## src/rtl/gate_selftest_ctrl.sv

```systemverilog
`default_nettype none
// ============================================================================
//  Module      : gate_selftest_ctrl
//  Description : Self-test sequencer for the two-input AND/OR/XOR gate
//                datapath. Walks a/b through 00,01,10,11, holds each for
//                HOLD_CYCLES cycles, samples the gate outputs for one cycle
//                and accumulates a per-combination error map and count.
//  Revision    : 1.0 - initial release
// ============================================================================
module gate_selftest_ctrl #(
    parameter int HOLD_CYCLES = 4
) (
    input  logic       clk,
    input  logic       rst,
    input  logic       start,
    input  logic       y_and,
    input  logic       y_or,
    input  logic       y_xor,
    output logic       a,
    output logic       b,
    output logic       busy,
    output logic       done,
    output logic       pass,
    output logic [3:0] err_vec,
    output logic [2:0] err_count
);

    localparam int                    c_HCNT_W    = $clog2(HOLD_CYCLES + 1);
    localparam logic [c_HCNT_W-1:0]   c_HCNT_LAST = c_HCNT_W'(HOLD_CYCLES - 1);

    typedef enum logic [1:0] {
        ST_IDLE   = 2'd0,
        ST_DRIVE  = 2'd1,
        ST_SAMPLE = 2'd2,
        ST_DONE   = 2'd3
    } state_t;

    state_t                r_state,     w_state_nxt;
    logic [1:0]            r_idx,       w_idx_nxt;
    logic [c_HCNT_W-1:0]   r_hcnt,      w_hcnt_nxt;
    logic                  r_a,         w_a_nxt;
    logic                  r_b,         w_b_nxt;
    logic [3:0]            r_err_vec,   w_err_vec_nxt;
    logic [2:0]            r_err_count, w_err_count_nxt;

    logic [2:0]            w_expected;
    logic [2:0]            w_observed;
    logic                  w_mismatch;

    // Reference truth taken from the registered stimulus actually on the pins
    assign w_expected = {r_a & r_b, r_a | r_b, r_a ^ r_b};
    assign w_observed = {y_and, y_or, y_xor};
    assign w_mismatch = (w_expected != w_observed);

    // State and datapath registers; reset aborts any run in progress
    always_ff @(posedge clk or posedge rst) begin
        if (rst) begin
            r_state     <= ST_IDLE;
            r_idx       <= 2'd0;
            r_hcnt      <= '0;
            r_a         <= 1'b0;
            r_b         <= 1'b0;
            r_err_vec   <= 4'd0;
            r_err_count <= 3'd0;
        end else begin
            r_state     <= w_state_nxt;
            r_idx       <= w_idx_nxt;
            r_hcnt      <= w_hcnt_nxt;
            r_a         <= w_a_nxt;
            r_b         <= w_b_nxt;
            r_err_vec   <= w_err_vec_nxt;
            r_err_count <= w_err_count_nxt;
        end
    end

    // Next-state logic: sequencing, stimulus update and error accumulation
    always_comb begin
        w_state_nxt     = r_state;
        w_idx_nxt       = r_idx;
        w_hcnt_nxt      = r_hcnt;
        w_a_nxt         = r_a;
        w_b_nxt         = r_b;
        w_err_vec_nxt   = r_err_vec;
        w_err_count_nxt = r_err_count;

        case (r_state)
            ST_IDLE, ST_DONE: begin
                // start is only honoured here; a held start restarts from DONE
                if (start) begin
                    w_state_nxt     = ST_DRIVE;
                    w_idx_nxt       = 2'd0;
                    w_hcnt_nxt      = '0;
                    w_a_nxt         = 1'b0;
                    w_b_nxt         = 1'b0;
                    w_err_vec_nxt   = 4'd0;
                    w_err_count_nxt = 3'd0;
                end
            end
            ST_DRIVE: begin
                w_hcnt_nxt = r_hcnt + 1'b1;
                if (r_hcnt == c_HCNT_LAST) begin
                    w_state_nxt = ST_SAMPLE;
                end
            end
            ST_SAMPLE: begin
                // Any wrong output bit flags the combination once
                if (w_mismatch) begin
                    w_err_vec_nxt[r_idx] = 1'b1;
                    w_err_count_nxt      = r_err_count + 3'd1;
                end
                if (r_idx == 2'd3) begin
                    w_state_nxt = ST_DONE;
                end else begin
                    w_state_nxt         = ST_DRIVE;
                    w_idx_nxt           = r_idx + 2'd1;
                    w_hcnt_nxt          = '0;
                    {w_a_nxt, w_b_nxt}  = r_idx + 2'd1;
                end
            end
            default: begin
                w_state_nxt = ST_IDLE;
            end
        endcase
    end

    assign a         = r_a;
    assign b         = r_b;
    assign busy      = (r_state == ST_DRIVE) || (r_state == ST_SAMPLE);
    assign done      = (r_state == ST_DONE);
    assign pass      = done && (r_err_vec == 4'd0);
    assign err_vec   = r_err_vec;
    assign err_count = r_err_count;

endmodule
`default_nettype wire
```

## config.mk

```make
export PLATFORM = sky130hd
export DESIGN_NAME = gate_selftest_ctrl
export DESIGN_NICKNAME = d
export VERILOG_FILES = /design/src/rtl/gate_selftest_ctrl.sv
export SDC_FILE = /design/constraint.sdc
export NUM_CORES = 1
export LEC_CHECK = 0
export CAP_MARGIN = 15
export CORE_ASPECT_RATIO = 0.9
export CORE_MARGIN = 8
export CORE_UTILIZATION = 45
export CTS_CLUSTER_DIAMETER = 50
export DETAILED_ROUTE_END_ITERATION = 8
export PLACE_DENSITY_LB_ADDON = 0.12
export RECOVER_POWER = 50
export SETUP_SLACK_MARGIN = 0.05
export SLEW_MARGIN = 20
export SYNTH_ARGS = -nofsm -noshare
export SYNTH_HDL_FRONTEND = slang
export SYNTH_SLANG_ARGS = --single-unit
```

## constraint.sdc

```tcl
create_clock -name clk -period 1.65 [get_ports clk]
set_input_delay 0.4125 -clock clk [delete_from_list [all_inputs] [get_ports clk]]
set_output_delay 0.4125 -clock clk [all_outputs]
set_load 0.05 [all_outputs]
```

* Yosys cells after proc, flatten, opt, wreduce, memory -nomap -nowiden
Cells that the tools add are included.
** Storage, ports and cells
- Bits in registers :: 16
- Bits of input ports :: 6
- Output and inout bits :: 12
- Word-level logic and storage cells :: 59
** Operators by class
- Add/subtract/negate cells :: 3
- Magnitude comparators :: 2
- Equality and inequality tests :: 10
- Mux-type cells :: 22
- Bitwise gates (word level) :: 4
- Reductions and logical operators :: 11
** Operator list (count)
- 2-to-1 mux 2 bit :: 5
- 2-to-1 mux 3 bit :: 3
- one-hot mux 3 bit (3 select lines) :: 1
- 2-to-1 mux 4 bit :: 2
- != test 2 bit, second input constant :: 4
- one-hot mux 4 bit (2 select lines) :: 1
- adder 3 x 1 -> 3 bit, second input constant :: 2
- equality test 2 bit, second input constant :: 3
- one-hot mux 2 bit (3 select lines) :: 1
- one-hot mux 3 bit (2 select lines) :: 1
- AND reduction 3 bit :: 2
- zero test 4 bit :: 1
- 2-to-1 mux 1 bit :: 4
- bitwise OR 4 bit :: 1
- one-hot mux 1 bit (2 select lines) :: 2
- one-hot mux 2 bit (2 select lines) :: 1
- AND reduction 2 bit :: 2
- equality test 3 x 2 -> 1 bit, second input constant :: 1
- less-than comparator 2 x 3 -> 1 bit, second input constant :: 1
- != test 3 bit :: 1
- adder 2 x 1 -> 2 bit, second input constant :: 1
- demux 1 bit (select 2 bit) :: 1
- equality test 2 x 1 -> 1 bit, second input constant :: 1
- >= comparator 2 x 1 -> 1 bit, second input constant :: 1
- 8 further kinds :: 9

* Longest topological paths before layout
Gate-level depths: netlist of the first run.
- Word-level depth :: 7
- Depth in mapped cells :: 7
- Depth with buffers taken out :: 6

* Worst setup path before layout of the first run
No wires, ideal clock.
- Path kind :: register to register
- Start point :: register r_idx[1] (netlist name)
- End point :: register r_err_count[1] (netlist: err_count[1])
- Library setup time :: 0.130 ns
- Arrival :: 1.816 ns
- Data required time :: 1.520 ns
- Slack :: -0.296 ns
- Stages on the path, launching flop included :: 7
- Buffers on the path :: 0
- Clock period less this slack :: 1.946 ns
- Cells stage by stage :: dfrtp_1 > inv_1 > ha_1 > xnor2_2 > nand3_2 > a31oi_1 > o221ai_2
** RTL lines
- end signal, assigned :: RTL line 72 : r_err_count <= w_err_count_nxt;
- end, declared :: RTL line 44 : logic [2:0] r_err_count, w_err_count_nxt;

* Final worst setup path of the first run
- Start point :: register r_state[1]
- End point :: output port busy
** Between the ends
- Word-level cells in the longest chain between the ends :: 2
- Elaborated cells between the ends (all ways) :: 3
- Classes of those cells :: eq/ne: 2; reduce/logical: 1
** RTL lines
- start, declared :: RTL line 38 : state_t r_state, w_state_nxt;
- start signal, assigned :: RTL line 66 : r_state <= w_state_nxt;
- equality test 2 x 1 -> 1 bit / equality test 2 bit (equally long branches) :: RTL line 128 : assign busy = (r_state == ST_DRIVE) || (r_state == ST_SAMPLE);
- logical OR 1 bit * :: RTL line 128
- end, declared :: RTL line 21 : output logic busy,
Mark *: on every way between the ends. The rest lies on a longest branch, timed or not.

==> results of run 1 <==
-- cells by family (layout without fill, tap and decap cells) --
logic type	Yosys count	in the layout
multiplexers	2	2
adder cells (fa/ha/maj)	11	11
flip-flops	14	14
AO/OA/AOI/OAI	31	31
buffers and inverters	12	44
AND/OR/NAND/NOR	25	25
XOR/XNOR	3	3
-- synthesized netlist by cell type --
cell type	number	area (um2)
a22oi_1	1	7.51
nand2b_1	2	12.5
o21ai_0	7	35.0
o221ai_2	1	15.0
xnor2_2	1	16.3
o21a_1	1	7.51
nor4_1	1	6.26
mux2i_1	2	20.0
and2_1	1	6.26
o22ai_1	1	6.26
ha_1	11	138
a21oi_1	8	40.0
nand4_1	1	6.26
nand3_1	1	5.00
nand2_1	9	33.8
nand3_2	1	10.0
nor3_1	1	5.00
inv_1	10	37.5
buf_2	2	10.0
xnor2_1	1	8.76
a21o_2	1	8.76
nor2b_1	1	6.26
nor3b_1	1	7.51
xor2_2	1	16.3
o21ai_1	5	25.0
a22o_1	1	8.76
dfrtp_1	14	350
a31oi_1	5	31.3
nor2_1	6	22.5
-- metrics by stage --
stage               setup WS (ns)  total power (W)  instance area [um2]  util, %  hold slack, ns
floorplan                  0.0186          0.00147                  926        -           0.302
finish                    -0.0403          0.00247                 1370     71.7           0.489
CTS                       -0.0403          0.00245                 1400     73.1           0.419
global placement          -0.0482          0.00206                 1310     68.2           0.462
global route              -0.0926          0.00262                 1370     71.7           0.517
detailed placement         -0.116          0.00210                 1310     68.2           0.477
-- layout by cell type, fill, tap and decap left out, drive strengths merged, types with 2 or more instances in the layout --
master / n
nand2: 9
nand3: 2
o21ai: 12
clkbuf: 9
a21oi: 8
a31oi: 5
nor2: 6
clkdlybuf4s50: 4
nand2b: 2
xnor2: 2
dfrtp: 14
mux2i: 2
buf: 20
ha: 11
inv: 9
-- worst max-delay path, delay by kind of cell (launching register included) --
family	cells	cell delay, ns
buffers and inverters	2	0.24
adders and majority gates	1	0.30
DFF	1	0.45
-- final cells by class --
| class | instances | area (um2) |
|---|---|---|
| repair buffers | 30 | 328 |
| multi-input cells | 72 | 582 |
| fillers | 141 | 542 |
| inverters | 10 | 41.3 |
| clock buffers | 4 | 36.3 |
| flip-flops and latches | 14 | 354 |
| well taps | 25 | 31.3 |
-- state kept, by name (all words and copies together), names as in the netlist --
name,flops
err_count,3
err_vec,4
r_hcnt,3
r_idx,2
r_state,2
-- metal layers --
layer	share of wire (%)	wire length [um]	global-route usage, %	up-vias
li1	-	-	-	406
met1	46	1010	14.0	382
met2	48	1070	21.6	21
met3	4.3	96	3.98	6
met4	1.5	33	3.49	0
met5	0	0	0	-
-- worst min-delay path by stage --
stage                           from                       end  slack [ns]  cells past startpoint
2_1_floorplan                    rst  err_count[0]$_DFFE_PP0P_        0.30                      1
3_3_place_gp   r_hcnt[2]$_DFFE_PP0P_     r_hcnt[2]$_DFFE_PP0P_        0.46                      2
3_5_place_dp   r_hcnt[1]$_DFFE_PP0P_     r_hcnt[1]$_DFFE_PP0P_        0.48                      2
4_1_cts                          rst     r_hcnt[2]$_DFFE_PP0P_        0.42                      3
5_1_grt        r_hcnt[1]$_DFFE_PP0P_     r_hcnt[1]$_DFFE_PP0P_        0.52                      2
6_report       r_hcnt[1]$_DFFE_PP0P_     r_hcnt[1]$_DFFE_PP0P_        0.49                      2
-- power by group through the flow --
stage                     clock [W]  sequential [W]  combinational [W]
after floorplan                   0        0.000650           0.000816
after global placement            0        0.000526            0.00153
after detailed placement          0        0.000529            0.00157
after CTS                  0.000250        0.000523            0.00168
after global routing       0.000263        0.000525            0.00183
final                      0.000245        0.000515            0.00171
-- repair_timing --
action / in CTS / in global routing
endpoints found under the setup margin: 3 / 11
resized for setup: 6 / 5
hold buffers: 0 / 0
hold endpoints to repair: 0 / 0
buffers inserted: 3 / 1
pin swaps: 1 / 1
==> results, run 1 <==
- For this run, the top clock speed supported by timing is 592 MHz.
- The die is 63.2 um wide.
- The XOR/XNOR share of the synthesized area is 4.57%.
- The number of global-route vias before repair is 832.
- After detailed routing, the number of remaining DRC violations is 0.
- In this run the tightest slew margin relative to its limit is 49.9%.
- The TritonCTS clock tree is built.
- Setup repair after global routing could not meet its margin everywhere.
- The total routing usage reported by global routing is 12.3%.
- The critical path launch point is r_state[1]$_DFFE_PP0P_.
- The kind of start point of the critical path is a register.
- The area growth from synthesis to final layout is 51.9%.
- After the first detailed-routing iteration, the DRC count stood at 19.
- The post-DP HPWL is 1620 um.
- The depth of the most critical reg-to-reg path is 6.
- The final weighted congestion in routability-driven placement is 0.880.
- On the final layout, the worst clock skew is 0.00564 ns.
- The tool flagged a number of max-cap violations equal to 0.
- The tree is rooted in a clkbuf_4.
- The final global-route overflow total is 0.
- The peak per-stage delay on the critical path is 0.45 ns.
- Dividing total power by cell area gives a power density of 1800 nW/um2.
- The sequential area share after synthesis is 38.8%.
- Once detail routing completed, the nets flagged for antenna violations numbered 0.
- Along the worst path, the maximum fanout reaches 3.
- The number of unique standard cell types used by synthesis is 29.
- At the worst endpoint, the required time is 1.24 ns.
- The critical path arrival is 1.28 ns.
- The slack of the critical path is -0.0403 ns.
- The worst setup slack for register-to-register paths is 0.14 ns.
- The number of hold violations in the final report is 0.
- The number of antenna violations at the first check in global routing is 0.
- In this run the deepest clock path goes through 2 buffers.
- For this block, the routed nets add up to 2220 um of wire.
- The critical register-to-register path startpoint is r_idx[1]$_DFFE_PP0P_.
- The floorplan has 15 rows.
- At the later pin of the worst-skew pair, clock insertion delay measures 0.28 ns.
- Summing the areas of all compound-gate instances in the mapped netlist gives 20.5% of the synthesized area.
- The adder and majority cell fraction of the synthesized area is 15.2%.
- The starting utilization of the core area is 47.2%.
- TritonCTS created 3 clock buffers.
- The flow ran to the end, but the final reports show violations.
- Setup violations remaining at the end of the flow were counted as 2.
- 0 antenna diodes ended up in the layout.
- The cell count after synthesis came out at 98.
- The number of H-tree levels is 1.
- The first global-routing pass estimated 3670 um of wire.
- The average via count per standard cell is 5.26.
- The net count after synthesis is 115.
- The number of placed cells counting well taps is 147.
- The number of non-filler instances in the completed layout is 155.
- The switching power share of the total is 45.2%.
- The slowest cell on the critical path is dfrtp_2.
- After detailed routing, the average wire length per cell comes to 14.3 um.
- Traced cell by cell, the critical path runs through ha_4 > clkinvlp_4 > buf_12.
- The maximum number of pins on one net before global-route repair is 15.
- The cell area after synthesis is 903 um2.
- In the final timing run, aggregate negative setup slack is -0.0678 ns.
- For this design the static power due to leakage is 0.628 nW.
- The count of final max-slew check failures was 0.
- The share of cell area taken by muxes after synthesis is 2.22%.
- The via count is 815.
- The layout net count is 148.
- The number of sinks handled by clock tree synthesis is 14.
- Input and output buffers added on the ports amount to 17.
- The share of total power in combinational logic is 69.2%.
- The number of iterations in the first detailed-routing pass is 4.
- VDD sags by at most 1220 uV.
- The end of the worst register-to-register path is err_count[1]$_DFFE_PP0P_.
- The sequential cell fraction of total power is 20.8%.
- The mean instance size in the synthesized netlist is 9.22 um2.
- The height of the chip is 58.5 um.
- The actual slew at the worst max-slew pin is 0.751 ns.
- By area, the combinational part of the netlist is dominated by compound AO/OA/AOI/OAI gates.
- The number of synthesized register bits is 14.
- The final reports fail on negative setup slack.
- STA classifies the critical path endpoint as a primary output.
- After clock tree synthesis, the clock-pin slew on the worst setup and hold paths is 0.08 ns.
- The net switching power figure is 0.00112 W.
- Summing the areas of all and, or, nand and nor instances in the mapped netlist gives 13.4% of the synthesized area.
- The cell-internal power is 0.00135 W.
- The worst hold path belongs to the class register to register.
- The core region is 1910 um2.
- 18 I/O pins were placed.
- Following the worst setup path forward leads to its endpoint at busy.
- In the final layout, the share of cells above drive strength 1 is 36.9%.
- The worst setup path is of the register to primary output kind.
- During synthesis, Yosys emitted a total of 0 warnings.
- The overall die area is 3700 um2.
- The relative contribution of the clock network to total power is 9.9%.
- After layout, the minimum clock period comes to 1.69 ns.
- The final critical path takes up 102% of the cycle.
Note: power is estimated with default switching activity, not from simulation.
==> inputs of run 2 (changes only) <==
--- a/config.mk
+++ b/config.mk
@@ -11,8 +11,8 @@
 export CORE_UTILIZATION = 45
 export CTS_CLUSTER_DIAMETER = 50
 export DETAILED_ROUTE_END_ITERATION = 8
-export PLACE_DENSITY_LB_ADDON = 0.12
-export RECOVER_POWER = 50
+export PLACE_DENSITY_LB_ADDON = 0.08
+export RECOVER_POWER = 25
 export SETUP_SLACK_MARGIN = 0.05
 export SLEW_MARGIN = 20
 export SYNTH_ARGS = -nofsm -noshare
==> results, run 2 (same netlist as run 1, synthesis figures left out) <==
- The number of DRC violations after detailed routing is 0 (unchanged).
- The cell-internal power is 0.00146 W (+7.6%).
- The number of non-filler instances in the completed layout came to 160 (+3.2%).
- The number of H-tree levels is 1 (unchanged).
- The number of nets still failing antenna checks after routing is 0 (unchanged).
- The placeable core region was 1910 um2 (unchanged).
- The peak per-stage delay on the critical path is 0.46 ns (about the same).
- The number of hold violations in the final report is 0 (unchanged).
- STA classifies the critical path endpoint as a primary output.
- The actual slew at the worst max-slew pin is 0.471 ns (-0.280 ns).
- The relative contribution of the clock network to total power is 9.9% (about the same).
- The normalized max-slew margin is 68.6% (+19 points).
- The overall die area is 3700 um2 (unchanged).
- The maximum frequency from static timing analysis is 586 MHz (-1.0%).
- The depth of the most critical reg-to-reg path is 5 (-1).
- The worst ir drop on vdd is 1320 uV (+8.8%).
- The critical path goes through ha_4 > clkinvlp_4 > buf_12.
- The number of global-route vias before repair is 856 (+2.9%).
- The detailed-route wire length per cell is 15.0 um (+5.0%).
- The kind of start point of the critical path is a register.
- The power density over the cells came to 1780 nW/um2 (-1.0%).
- Setup repair after global routing could not meet its margin everywhere.
- The maximum number of pins on one net before global-route repair is 10 (-5).
- The final critical delay including setup and external delays was 1.71 ns (+0.0176 ns).
- The net switching power figure came to 0.00119 W (+6.5%).
- The number of placed cells counting well taps was 149 (+1.4%).
- Leaving out fill and tap cells, the most frequent cell in the layout is buf_4.
- The width of the die came to 63.2 um (unchanged).
- The I/O pin count was 18 (unchanged).
- The total of endpoints with negative setup slack in the final report is 2 (unchanged).
- The number of antenna violations at the first check in global routing is 0 (unchanged).
- The total of hold buffers inserted after clock tree synthesis is 0 (unchanged).
- In this design, the largest share of critical-path delay is due to flip-flops.
- The number of DRC markers after the initial detailed-route iteration is 25 (+6).
- The pre-CTS worst setup slack is -0.115 ns (+0.000553 ns).
- The number of sinks handled by clock tree synthesis is 14 (unchanged).
- In this run the worst hold path is classified as input pin to asynchronous set/reset pin.
- The number of max-cap violations came to 0 (unchanged).
- The master cell of the clock root buffer is clkbuf_4.
- The slack of the critical path is -0.0579 ns (-0.0176 ns).
- The final wirelength came to 2400 um (+8.4%).
- The largest individual stage delay along the critical path comes from the cell dfrtp_2.
- The TritonCTS clock tree is built.
- The share of final-layout standard cells stronger than drive strength 1 was 40.7% (+3.8 points).
- The number of buffers created by CTS came to 3 (unchanged).
- The final global-route overflow total was 0 (unchanged).
- The source-to-sink clock delay at the later pin of the worst-skew pair was 0.30 ns (+0.02 ns).
- The final reports fail on negative setup slack.
- The critical register-to-register path startpoint is r_state[1]$_DFFE_PP0P_.
- The height of the chip is 58.5 um (unchanged).
- The filler cell count was 134 (-5.0%).
- The total routing usage reported by global routing is 12.8% (+0.48 points).
- The share of total power in combinational logic is 70.2% (+1.0 points).
- The biggest fanout along the worst timing path is 3 (unchanged).
- The sum of buffers and inverters on the critical path is 2 (unchanged).
- The deepest clock path buffer count is 2 (unchanged).
- The first-pass GRT wire length is 3800 um (+3.6%).
- The setup skew after layout is 0.00447 ns (-0.00117 ns).
- From synthesis to final layout, the design area changed by 64.4%.
- The critical path arrival is 1.30 ns (+0.02 ns).
- The number of iterations in the first detailed-routing pass is 6 (+2).
- The count of final max-slew check failures is 0 (unchanged).
- The critical path class is register to primary output.
- The clock-pin slew of the registers on the worst-case setup and hold paths is 0.09 ns (about the same).
- The end of the worst register-to-register path is r_idx[0]$_DFFE_PP0P_.
- The post-DP HPWL was 1750 um (+7.6%).
- The worst setup slack for register-to-register paths came to 0.12 ns (-0.02 ns).
- The critical path launch point is r_state[1]$_DFFE_PP0P_.
- The port buffer count is 17 (unchanged).
- The starting utilization of the core area came to 47.2% (unchanged).
- The number of placement rows came to 15 (unchanged).
- The flip-flop count of the largest register after layout was 4 (unchanged).
- The leakage power total was 0.655 nW (+4.3%).
- The run finished, with violations left.
- The share of the clock period used by the worst path came to 104% (+1.1 points).
- The via count was 867 (+6.4%).
- The switching power share of the total came to 45.0% (-0.26 points).
- In the layout the commonest cells are buf_4, buf_12, nand2_1, dfrtp_1, a21oi_1.
- The antenna diode count is 0 (unchanged).
- The layout net count is 153 (+3.4%).
- The final weighted congestion in routability-driven placement is 0.827 (-6.1%).
- The sequential cell fraction of total power came to 19.9% (-0.9 points).
- The average via count per standard cell is 5.42 (+3.1%).
- The data required time at the worst endpoint is 1.24 ns (about the same).
run 2: cell types whose count changed in the layout (fill, tap and decap cells not counted), moves of 2 or more:
cell,delta
buf_4,+4
clkbuf_2,-4
buf_12,+4
dfrtp_1,-2
dfrtp_2,+2
run 2: what timing repair did:
item | CTS | global route
setup endpoints to repair | 4 | 10
gates resized for setup | 9 | 5
buffers inserted | 4 | 2
pin swaps | 1 | 4
endpoints found under the hold margin | 0 | 0
gates cloned | 0 | 1
run 2: per-layer routing:
layer	global-route usage, %	vias up	share of wire, %
li1	-	416	-
met1	13.9	417	43
met2	22.6	30	50
met3	4.55	4	5.2
met4	4.44	0	1.3
met5	0	-	0
run 2: power groups by stage:
stage                     registers [W]  logic (W)  clock network [W]
after global placement         0.000524    0.00157                  0
after floorplan                0.000650   0.000816                  0
after global routing           0.000539    0.00199           0.000279
after detailed placement       0.000529    0.00160                  0
final                          0.000526    0.00186           0.000262
after CTS                      0.000527    0.00174           0.000259
run 2: area by class of cell:
cell class                      count  area (um2)  share of cell area (%)
Timing Repair Buffer               34         418                    28.1
Inverter                           10        41.3                    2.78
Tap cell                           25        31.3                    2.11
Sequential cell                    14         357                    24.0
Multi-Input combinational cell     73         602                    40.5
Clock buffer                        4        36.3                    2.44
run 2: stage by stage:
stage / power, W / area (um2) / TNS (ns) / hold WS (ns) / util (%)
floorplan: 0.00147 / 926 / 0 / 0.302 / -
global placement: 0.00209 / 1320 / -0.102 / 0.459 / 69.0
detailed placement: 0.00213 / 1320 / -0.432 / 0.482 / 69.0
CTS: 0.00253 / 1430 / -0.0790 / 0.330 / 74.8
global route: 0.00281 / 1490 / -0.182 / 0.492 / 77.6
finish: 0.00264 / 1490 / -0.0986 / 0.447 / 77.6
run 2: how the worst max path moves through the flow:
stage,to,cells after the start
5_1_grt,busy,3
4_1_cts,busy,3
3_5_place_dp,err_count[1]$_DFFE_PP0P_,5
2_1_floorplan,err_count[1]$_DFFE_PP0P_,6
6_report,busy,3
3_3_place_gp,err_count[1]$_DFFE_PP0P_,5
